--- config.mk ---
export PLATFORM = sky130hd
export DESIGN_NAME = alu
export DESIGN_NICKNAME = d
export VERILOG_FILES = /design/src/rtl/alu_pkg.sv /design/src/rtl/alu_mul.sv /design/src/rtl/alu.sv
export SDC_FILE = /design/constraint.sdc
export NUM_CORES = 1
export LEC_CHECK = 0
export ABC_AREA = 0
export CAP_MARGIN = 40
export CORE_MARGIN = 2
export CORE_UTILIZATION = 40
export CTS_CLUSTER_DIAMETER = 150
export DETAILED_ROUTE_END_ITERATION = 10
export PLACE_DENSITY = 0.69
export SETUP_SLACK_MARGIN = 0.02
export SLEW_MARGIN = 30
export SYNTH_ARGS = -nofsm -noshare
export SYNTH_HDL_FRONTEND = slang
export SYNTH_HIERARCHICAL = 1
export SYNTH_SLANG_ARGS = --single-unit
--- constraint.sdc ---
create_clock -name clk -period 3.6 [get_ports clk]
set_input_delay 0.36 -clock clk [delete_from_list [all_inputs] [get_ports clk]]
set_output_delay 0.36 -clock clk [all_outputs]
set_load 0.02 [all_outputs]
--- src/rtl/alu_pkg.sv ---
// Shared ALU definitions: default operand width and the 4-bit opcode set.
package alu_pkg;

  localparam int ALU_WIDTH = 4;

  typedef enum logic [3:0] {
    OP_PASS = 4'd0,
    OP_ADD  = 4'd1,
    OP_SUB  = 4'd2,
    OP_MUL  = 4'd3,
    OP_AND  = 4'd4,
    OP_NAND = 4'd5,
    OP_OR   = 4'd6,
    OP_NOR  = 4'd7,
    OP_XOR  = 4'd8,
    OP_NOT  = 4'd9,
    OP_SHL1 = 4'd10,
    OP_SHL2 = 4'd11,
    OP_SHR1 = 4'd12,
    OP_SHR2 = 4'd13,
    OP_INC  = 4'd14,
    OP_DEC  = 4'd15
  } alu_op_e;

endpackage

--- src/rtl/alu_mul.sv ---
// Combinational unsigned WIDTH x WIDTH multiplier with a full 2*WIDTH product.
module alu_mul
  import alu_pkg::*;
#(
  parameter int WIDTH = ALU_WIDTH
) (
  input  logic [WIDTH-1:0]   a,
  input  logic [WIDTH-1:0]   b,
  output logic [2*WIDTH-1:0] product
);

  logic [2*WIDTH-1:0] a_ext_s;
  logic [2*WIDTH-1:0] b_ext_s;

  // Zero-extend both operands so the product keeps every upper bit.
  always_comb begin
    a_ext_s = {{WIDTH{1'b0}}, a};
    b_ext_s = {{WIDTH{1'b0}}, b};
    product = a_ext_s * b_ext_s;
  end

endmodule

--- src/rtl/alu.sv ---
// Registered ALU: one opcode-selected result/flag per cycle, one cycle latency.
// The SHL2 flag reads x[WIDTH-2], so WIDTH must be at least 2.
module alu
  import alu_pkg::*;
#(
  parameter int WIDTH = ALU_WIDTH
) (
  input  logic             clk,
  input  logic             rst,
  input  logic [WIDTH-1:0] x,
  input  logic [WIDTH-1:0] y,
  input  logic [3:0]       op,
  output logic [WIDTH-1:0] out,
  output logic             cout
);

  localparam logic [WIDTH:0] ONE_EXT = {{WIDTH{1'b0}}, 1'b1};

  logic [2*WIDTH-1:0] product_s;
  logic [WIDTH:0]     sum_s;
  logic [WIDTH:0]     diff_s;
  logic [WIDTH:0]     inc_s;
  logic [WIDTH:0]     dec_s;
  logic [WIDTH-1:0]   res_s;
  logic               flag_s;

  alu_mul #(.WIDTH(WIDTH)) u_mul (
    .a       (x),
    .b       (y),
    .product (product_s)
  );

  // One-bit-wider arithmetic: the extra MSB is the carry or borrow out.
  always_comb begin
    sum_s  = {1'b0, x} + {1'b0, y};
    diff_s = {1'b0, x} - {1'b0, y};
    inc_s  = {1'b0, x} + ONE_EXT;
    dec_s  = {1'b0, x} - ONE_EXT;
  end

  // Select the next result and flag from the opcode; every code is defined.
  always_comb begin
    res_s  = '0;
    flag_s = 1'b0;
    case (alu_op_e'(op))
      OP_PASS: begin res_s = x;                   flag_s = 1'b0;           end
      OP_ADD:  begin res_s = sum_s[WIDTH-1:0];    flag_s = sum_s[WIDTH];   end
      OP_SUB:  begin res_s = diff_s[WIDTH-1:0];   flag_s = diff_s[WIDTH];  end
      OP_MUL:  begin
        res_s  = product_s[WIDTH-1:0];
        flag_s = |product_s[2*WIDTH-1:WIDTH];
      end
      OP_AND:  begin res_s = x & y;               flag_s = 1'b0;           end
      OP_NAND: begin res_s = ~(x & y);            flag_s = 1'b0;           end
      OP_OR:   begin res_s = x | y;               flag_s = 1'b0;           end
      OP_NOR:  begin res_s = ~(x | y);            flag_s = 1'b0;           end
      OP_XOR:  begin res_s = x ^ y;               flag_s = 1'b0;           end
      OP_NOT:  begin res_s = ~x;                  flag_s = 1'b0;           end
      OP_SHL1: begin res_s = x << 1'b1;           flag_s = x[WIDTH-1];     end
      OP_SHL2: begin res_s = x << 2'd2;           flag_s = x[WIDTH-2];     end
      OP_SHR1: begin res_s = x >> 1'b1;           flag_s = x[0];           end
      OP_SHR2: begin res_s = x >> 2'd2;           flag_s = x[1];           end
      OP_INC:  begin res_s = inc_s[WIDTH-1:0];    flag_s = &x;             end
      OP_DEC:  begin res_s = dec_s[WIDTH-1:0];    flag_s = ~(|x);          end
      default: begin res_s = '0;                  flag_s = 1'b0;           end
    endcase
  end

  // Output register; reset wins over whatever op is presented alongside it.
  always_ff @(posedge clk) begin
    if (rst) begin
      out  <= '0;
      cout <= 1'b0;
    end else begin
      out  <= res_s;
      cout <= flag_s;
    end
  end

endmodule

* After elaboration in Yosys (flattened, before gate mapping)
Index checks and enable logic that the tools add are counted.
** Word-level totals
- Flip-flop bits (word level) :: 5
- Bits in latches :: 0
- RAM bits :: 0
- Bits in read-only memories :: 0
- Input bits :: 14
- Output and inout port bits :: 5
- Memories kept :: 0
** Operators by class
- Add/subtract/negate cells :: 4
- Multipliers :: 1
- Div/mod/pow operators :: 0
- Order comparisons :: 0
- Equal/unequal tests :: 15
- Shift-type cells :: 0
- Mux-type cells :: 2
- Bitwise operators :: 7
- Reductions and logical operators :: 5
** Operators with widths (number)
- $pmux W4 S16 :: 1
- $eq A4 B4 Y1 const B :: 8
- $eq A4 B3 Y1 const B :: 4
- $not A4 Y4 :: 3
- $pmux W1 S10 :: 1
- $eq A4 B2 Y1 const B :: 2
- $mul A4 B4 Y8 :: 1
- $reduce_or A4 Y1 :: 2
- $reduce_or A7 Y1 :: 1
- $add A4 B4 Y5 :: 1
- $sub A4 B4 Y5 :: 1
- $add A4 B1 Y4 const B :: 1
- $and A4 B4 Y4 :: 1
- $eq A4 B1 Y1 const B :: 1
- $logic_not A4 Y1 :: 1
- $or A4 B4 Y4 :: 1
- $reduce_and A4 Y1 :: 1
- $sub A4 B1 Y4 const B :: 1
- $xor A4 B4 Y4 :: 1
- $not A1 Y1 :: 1

* Depth between registers and ports, before layout
Gate-level depths: netlist of run 1.
- Word-level depth :: 3
- Gate-level depth with buffers :: 13
- Gate-level depth less buffers :: 13

* By module
The synthesis of run 1 kept the hierarchy.
** Modules (own cells, without submodules)
- alu :: times used 1, cells an instance 165, area each 1260.0 um^2, sequential area each 100.1 um^2
- alu_mul :: times used 1, cells an instance 51, area each 447.9 um^2, sequential area each 0.0 um^2

* Least setup slack after synthesis of run 1
No wires, ideal clock.
- Path type :: in2reg
- Start point :: input port x[0]
- End point :: register cout
- Data arrival time :: 3.290 ns
- Required time :: 3.509 ns
- Setup slack :: 0.219 ns
- Stages on the path :: 13
- Cell sequence :: nand2_1 > fa_1 > inv_1 > fa_1 > ha_1 > a211oi_1 > or4b_1 > o2111ai_1 > or4_1 > nor2_1 > a2111oi_0 > o21ai_1 > a311oi_1
** Between the ends
- Cells in the longest elaborated chain, start to end :: 3
- Elaborated cells on any way between the ends :: 8
** RTL lines
- start: declaration :: RTL line alu.sv:10 : input logic [WIDTH-1:0] x,
- $mul A4 B4 Y8 :: RTL line alu_mul.sv:19 : product = a_ext_s * b_ext_s;
- named net product_s[7] :: RTL line alu.sv:19 : logic [2*WIDTH-1:0] product_s;
- $reduce_or A4 Y1 :: RTL line alu.sv:51 : flag_s = |product_s[2*WIDTH-1:WIDTH];
- $pmux W1 S10 :: RTL line alu.sv:45 : case (alu_op_e'(op))
- end signal: assignment :: RTL line alu.sv:76 : cout <= flag_s;
- end: declaration :: RTL line alu.sv:14 : output logic cout
The timed path passes the listed nets, and every way through them passes these cells.
A chain may end at the register's enable or synchronous reset.

* Worst setup path in the final report of run 1
Same ends and word-level chain as after synthesis.

==> results.json, run 1 <==
{
  "clock_power_share_pct": 23.1,
  "hold_end": "out[1]",
  "status": "finished clean",
  "dp_hpwl_um": 3420,
  "grt_overflow": 0,
  "crit_chain": "dlygate4sd2_1, nand2_2, fa_1, inv_1, fa_2, ha_4, a211oi_2, or4b_1, o2111ai_2, or4_4, nor2_4, a2111oi_4, o21ai_1, a311oi_1",
  "synth_top_family_by_area": "compound AO/OA/AOI/OAI gates",
  "final.min_clock_period_ns": 3.46,
  "leakage_nw": 0.938,
  "die_w_um": 69.3,
  "arrival_ns": 3.55,
  "cts_tree": "done",
  "switchingPower_w": 0.000180,
  "finalSetupViolations": 0,
  "cts.sinks": 5,
  "synth.avg_cell_area_um2": 7.91,
  "synth_edf_count": 0,
  "syn_area_mm2": 0.00171,
  "wl_um": 4660,
  "boundaryPins": 19,
  "via_per_inst": 6.06,
  "end_kind": "flop",
  "whs_path_depth": 4,
  "grt_pass1_wl_um": 7790,
  "globalplace.congestion": 0.955,
  "die-area_mm2": 0.00481,
  "h-tree-depth": 1,
  "antenna_found_initial": 0,
  "synth-adder-area-share_pct": 26.1,
  "drv_slew": 0,
  "async_reset_ff_share_pct": 0,
  "ctsLongestPathBuffers": 2,
  "ir_drop_mv": 0.0901,
  "worst_pin_slew_ns": 0.425,
  "yosysWarnings": 6,
  "ys.flop_type": "dfxtp_1",
  "syn_nets": 262,
  "drive_above_1_share_pct": 17.1,
  "cpPeakStageDelay_ns": 0.59,
  "port_buffers": 18,
  "rows": 23,
  "sw_frac_of_total_pct": 39.8,
  "nNetsFinal": 292,
  "first_pass_iters": 5,
  "drc": 0,
  "place_area_mm2": 0.00198,
  "powerDensity_mw_per_mm2": 212,
  "cap_viol_max_count": 0,
  "rsz0062_at_grt": "no",
  "ctsRootBufferMaster": "clkbuf_8",
  "antenna_cells": 0,
  "core_mm2": 0.00406,
  "relSlewSlack_pct": 71.6,
  "start_util_pct": 42.1,
  "p_comb_share_pct": 63.1,
  "synth_xor_xnor_area_share_pct": 5.13,
  "syn_to_final_growth_pct": 24.8,
  "drt_iter0_drc": 237,
  "grt_pass1_vias": 1619,
  "cts_made_buffers": 3,
  "mostFrequentLayoutCells": "ha_1 (25), buf_4 (19), inv_1 (14)",
  "track_usage_pct": 19.5,
  "tns_ns": 0,
  "hold_viol_final": 0,
  "synth.area.mux_share_pct": 1.83,
  "clkTransAtPathRegs_ns": 0.04,
  "yosys.area_share.simple_pct": 25.2,
  "synth_compound_area_share_pct": 26.2,
  "final_area_mm2": 0.00213,
  "finalCritPeriodShare_pct": 96.1,
  "critPathSlowestCell": "fa_2",
  "max_freq_mhz": 289,
  "critical_path_class": "in2reg",
  "synth_seq_cells": 5,
  "fp.dieH_um": 69.3,
  "hold_class": "in2reg",
  "via_count": 1787,
  "min_from": "x[1]",
  "ant_nets": 0,
  "power_frac_seq_pct": 13.8,
  "netlist_instances": 216,
  "grt_max_degree": 27,
  "synth_cell_types": 59,
  "final_common_cell": "ha_1",
  "required_ns": 3.69,
  "critical_path.max_fanout": 3,
  "wl_per_cell_um": 15.8,
  "synth_seq_area_share_pct": 5.86,
  "crit_path_start_kind": "input pin",
  "p_int_w": 0.000273
}
[worst max path at each step]
stage	from	endpoint	slack (ns)	cells after the start
2_1_floorplan	x[0]	cout	0.22	13
3_3_place_gp	x[0]	cout	-0.48	14
3_5_place_dp	x[0]	cout	-0.54	14
4_1_cts	y[3]	cout	0.03	14
5_1_grt	x[0]	cout	0.003	14
6_report	x[0]	cout	0.14	14
[cell usage after synthesis, types with 2 or more instances]
cell type	n	area share, %
o31ai_1	2	0.88
nor4b_1	2	1.0
nor3b_1	2	0.88
inv_1	14	3.1
buf_2	4	1.2
a31oi_1	8	2.9
nand3_1	4	1.2
fa_1	6	7.0
o221ai_1	2	1.0
a211oi_2	2	1.5
o22ai_1	4	1.5
nor3_1	6	1.8
a21o_1	2	0.88
and3b_1	2	1.0
or4_1	2	0.88
a311oi_1	3	1.5
nor2_1	10	2.2
nand2_1	13	2.9
a32oi_1	2	1.0
a21oi_1	11	3.2
buf_4	5	2.2
nor4_1	4	1.5
mux2i_1	2	1.2
a221o_1	2	1.2
buf_6	3	2.0
nor2b_1	4	1.5
nand2b_1	4	1.5
nand3b_1	2	0.88
o21ai_0	5	1.5
dfxtp_1	5	5.9
ha_1	26	19
o21ai_1	3	0.88
a211oi_1	3	1.3
xnor2_1	9	4.6
and2_1	13	4.8
a311o_1	2	1.2
[sequential cells by signal (all words and copies together), names as in the netlist]
register	flops
cout	1
out	4
[area by class of cell]
| cell class | count | area [µm²] |
|---|---|---|
| clock buffers | 4 | 45.0 |
| fillers | 389 | 1930 |
| inverters | 15 | 56.3 |
| multi-input cells | 182 | 1510 |
| flip-flops and latches | 5 | 100 |
| well taps | 50 | 62.6 |
| repair buffers | 39 | 357 |
[power groups by stage]
stage	combinational, W	sequential (W)	clock [W]
floorplan	0.000169	0.0000702	0
global placement	0.000256	0.0000632	0
detailed placement	0.000258	0.0000634	0
CTS	0.000273	0.0000626	0.000106
global route	0.000315	0.0000630	0.000111
finish	0.000286	0.0000625	0.000105
[stage by stage]
stage	total power [W]	util [%]	hold slack [ns]	instances	setup WS (ns)
2_1_floorplan	0.000239	-	0.425	216	0.219
3_3_place_gp	0.000319	48.7	1.08	288	-0.480
3_5_place_dp	0.000322	48.7	1.06	288	-0.544
4_1_cts	0.000441	50.7	0.842	292	0.0320
5_1_grt	0.000488	52.5	0.735	295	0.00338
6_report	0.000453	52.5	0.698	295	0.142
[metal layers]
| layer | GRT usage (%) | up-vias | share of wire (%) |
|---|---|---|---|
| li1 | - | 862 | - |
| met1 | 29.9 | 812 | 48 |
| met2 | 28.2 | 96 | 42 |
| met3 | 3.20 | 17 | 8.5 |
| met4 | 4.36 | 0 | 2.0 |
| met5 | 0 | - | 0 |
[logic make-up after synthesis]
logic type / after synthesis
and+or+nand+nor: 75
AOI/OAI and AO/OA: 62
adders and majority gates: 32
buffers and inverters: 29
xor gates and xnor gates: 10
DFF: 5
muxes: 3
[what timing repair did]
item,CTS,global route
endpoints found under the setup margin,1,1
hold buffers,0,0
gates resized for setup,10,13
hold endpoints to repair,0,0
buffers inserted,0,3
pin swaps,5,6
[worst max-delay path, delay by kind of cell]
| family | cells | cell delay (ns) |
|---|---|---|
| AOI/OAI and AO/OA | 5 | 0.61 |
| adders and majority gates | 3 | 1.33 |
| buffers and inverters | 2 | 0.34 |
| and+or+nand+nor | 4 | 0.92 |
Power figures use the tool's default switching activity.
==> run 2: changes to the inputs <==
--- a/config.mk
+++ b/config.mk
@@ -7,14 +7,13 @@
 export LEC_CHECK = 0
 export ABC_AREA = 0
 export CAP_MARGIN = 40
-export CORE_MARGIN = 2
+export CORE_MARGIN = 3
 export CORE_UTILIZATION = 40
 export CTS_CLUSTER_DIAMETER = 150
 export DETAILED_ROUTE_END_ITERATION = 10
-export PLACE_DENSITY = 0.69
+export PLACE_DENSITY = 0.7
 export SETUP_SLACK_MARGIN = 0.02
 export SLEW_MARGIN = 30
 export SYNTH_ARGS = -nofsm -noshare
 export SYNTH_HDL_FRONTEND = slang
-export SYNTH_HIERARCHICAL = 1
 export SYNTH_SLANG_ARGS = --single-unit
==> results.json, run 2 <==
{
  "worst_pin_slew_ns": 0.377,
  "grt_max_degree": 32,
  "grt_overflow": 0,
  "place_area_mm2": 0.00185,
  "start_util_pct": 42.9,
  "grt_pass1_wl_um": 7090,
  "fp.dieH_um": 69.8,
  "syn_nets": 260,
  "crit_chain": "clkdlybuf4s50_1, nand2_1, fa_1, fa_1, inv_1, fa_1, a21o_1, a21oi_1, xnor2_1, a2111oi_2, o21ai_1",
  "crit_path_start_kind": "input pin",
  "drv_slew": 0,
  "clkTransAtPathRegs_ns": 0.05,
  "finalSetupViolations": 0,
  "synth_edf_count": 0,
  "arrival_ns": 3.47,
  "max_freq_mhz": 298,
  "netlist_instances": 213,
  "grt_pass1_vias": 1450,
  "synth_area_leaders": "ha_1 (20%), fa_1 (8.6%), a21oi_1 (6.1%)",
  "cts_hold_buf": 0,
  "syn_to_final_growth_pct": 16.9,
  "yosysWarnings": 0,
  "gr-max-usage-layer": "met2",
  "via_count": 1579,
  "cts.sinks": 5,
  "antenna_cells": 0,
  "leakage_nw": 0.868,
  "die-area_mm2": 0.00488,
  "h-tree-depth": 1,
  "port_buffers": 18,
  "finalWorstSetupSlack_ns": 0.242,
  "wl_per_cell_um": 14.8,
  "status": "finished clean",
  "end_kind": "flop",
  "largest_reg_flops": 4,
  "synth_cell_types": 54,
  "whs_path_depth": 2,
  "synth.avg_cell_area_um2": 7.65,
  "dp_hpwl_um": 3260,
  "async_reset_ff_share_pct": 0,
  "final_common_cell": "ha_1",
  "globalplace.congestion": 0.860,
  "track_usage_pct": 17.5,
  "ant_nets": 0,
  "core_mm2": 0.00380,
  "cpPeakStageDelay_ns": 0.55,
  "fillCellCount": 379,
  "synth_seq_area_share_pct": 6.14,
  "ctsRootBufferMaster": "clkbuf_8",
  "drc": 0,
  "nNetsFinal": 279,
  "yosys.area.top_type": "ha_1",
  "required_ns": 3.71,
  "cap_viol_max_count": 0,
  "cts_made_buffers": 3,
  "drive_above_1_share_pct": 9.09,
  "die_w_um": 69.8,
  "critical_path_class": "in2reg",
  "synth_seq_cells": 5,
  "boundaryPins": 19,
  "critical_path.max_fanout": 4,
  "regMostFlops": "out",
  "mostFrequentLayoutCells": "ha_1 (26), inv_1 (21), a21oi_1 (20)",
  "drt_iter0_drc": 154,
  "ctsLongestPathBuffers": 2,
  "grt_util_met1_pct": 25.6,
  "final.min_clock_period_ns": 3.36,
  "syn_area_mm2": 0.00163,
  "post_cts_resized": 0,
  "powerDensity_mw_per_mm2": 220,
  "tns_ns": 0,
  "hold_viol_final": 0,
  "rsz0062_at_grt": "no",
  "ir_drop_mv": 0.109,
  "relSlewSlack_pct": 74.8,
  "wl_um": 4130,
  "cts_setup_buffers": 0,
  "synth_most_common_cell": "ha_1",
  "final_area_mm2": 0.00191,
  "pre_cts_ws_ns": -0.139,
  "synthTopCellsByCount": "ha_1 (26), inv_1 (21), a21oi_1 (20)",
  "first_pass_iters": 4,
  "rows": 22,
  "cts_tree": "done",
  "ys.flop_type": "dfxtp_1",
  "finalCritPeriodShare_pct": 93.3,
  "cpMostUsedCell": "fa_1",
  "via_per_inst": 5.66,
  "critPathSlowestCell": "clkdlybuf4s50_1",
  "antenna_found_initial": 0,
  "hold_class": "in2reg",
  "grtUsageMet3_pct": 1.88,
  "hold_end": "out[2]",
  "reg.largest.list": "out x4, cout x1",
  "use_met2_pct": 27.8,
  "min_from": "rst",
  "synth_top_area_share_pct": 20.0
}
run 2: changes by cell type in the layout (fill, tap and decap cells not counted), sizes merged, moves of 7 or more:
cell / delta
a21oi: +9
a31oi: -7
inv: +7
buf: -11
nor2: +8
and2: -11
run 2: power by group:
group	switching, W	internal, W	total, W
combinational	0.000132	0.000111	0.000243
sequential	0.00000176	0.0000613	0.0000631
clock	0.0000360	0.0000768	0.000113
run 2: cells by family after synthesis:
| group | Yosys count | share of synthesized area (%) |
|---|---|---|
| AO/OA/AOI/OAI | 58 | 24.0 |
| XOR/XNOR | 9 | 4.84 |
| adder cells (fa/ha/maj) | 34 | 29.2 |
| buffers and inverters | 35 | 10.4 |
| flip-flops | 5 | 6.14 |
| multiplexers | 6 | 4.07 |
| AND/OR/NAND/NOR | 66 | 21.3 |
run 2: cell type report:
| type | count | area [µm²] | share of cell area, % |
|---|---|---|---|
| Timing Repair Buffer | 28 | 255 | 13.4 |
| Tap cell | 48 | 60.1 | 3.15 |
| Clock buffer | 4 | 45.0 | 2.36 |
| Sequential cell | 5 | 100 | 5.25 |
| Inverter | 21 | 78.8 | 4.14 |
| Multi-Input combinational cell | 173 | 1370 | 71.7 |
run 2: worst max-delay path by stage:
stage,from,to,depth (start not counted)
after floorplan,x[0],cout,11
after detailed placement,y[3],cout,11
final,y[3],cout,11
after CTS,y[3],cout,11
after global routing,y[3],cout,11
after global placement,y[3],cout,11
run 2: routing by layer:
metal / vias up / routed length [µm]
met5: - / 0
met3: 3 / 259
met1: 729 / 1910
met2: 51 / 1940
met4: 0 / 17
li1: 796 / -
run 2: metrics by stage:
stage	hold slack, ns	total power, W	std cells	utilization (%)
finish	0.894	0.000419	279	50.2
global route	0.927	0.000450	279	50.2
CTS	0.889	0.000414	279	50.0
detailed placement	1.12	0.000301	275	48.8
global placement	1.11	0.000297	275	48.8
floorplan	0.429	0.000230	213	-
run 2: worst max-delay path, delay by kind of cell:
kind            cells  cell delay (ns)
xor+xnor            1             0.10
fa+ha+maj           3             1.51
compound gates      4             0.77
simple gates        1             0.11
buf+inv             2             0.62
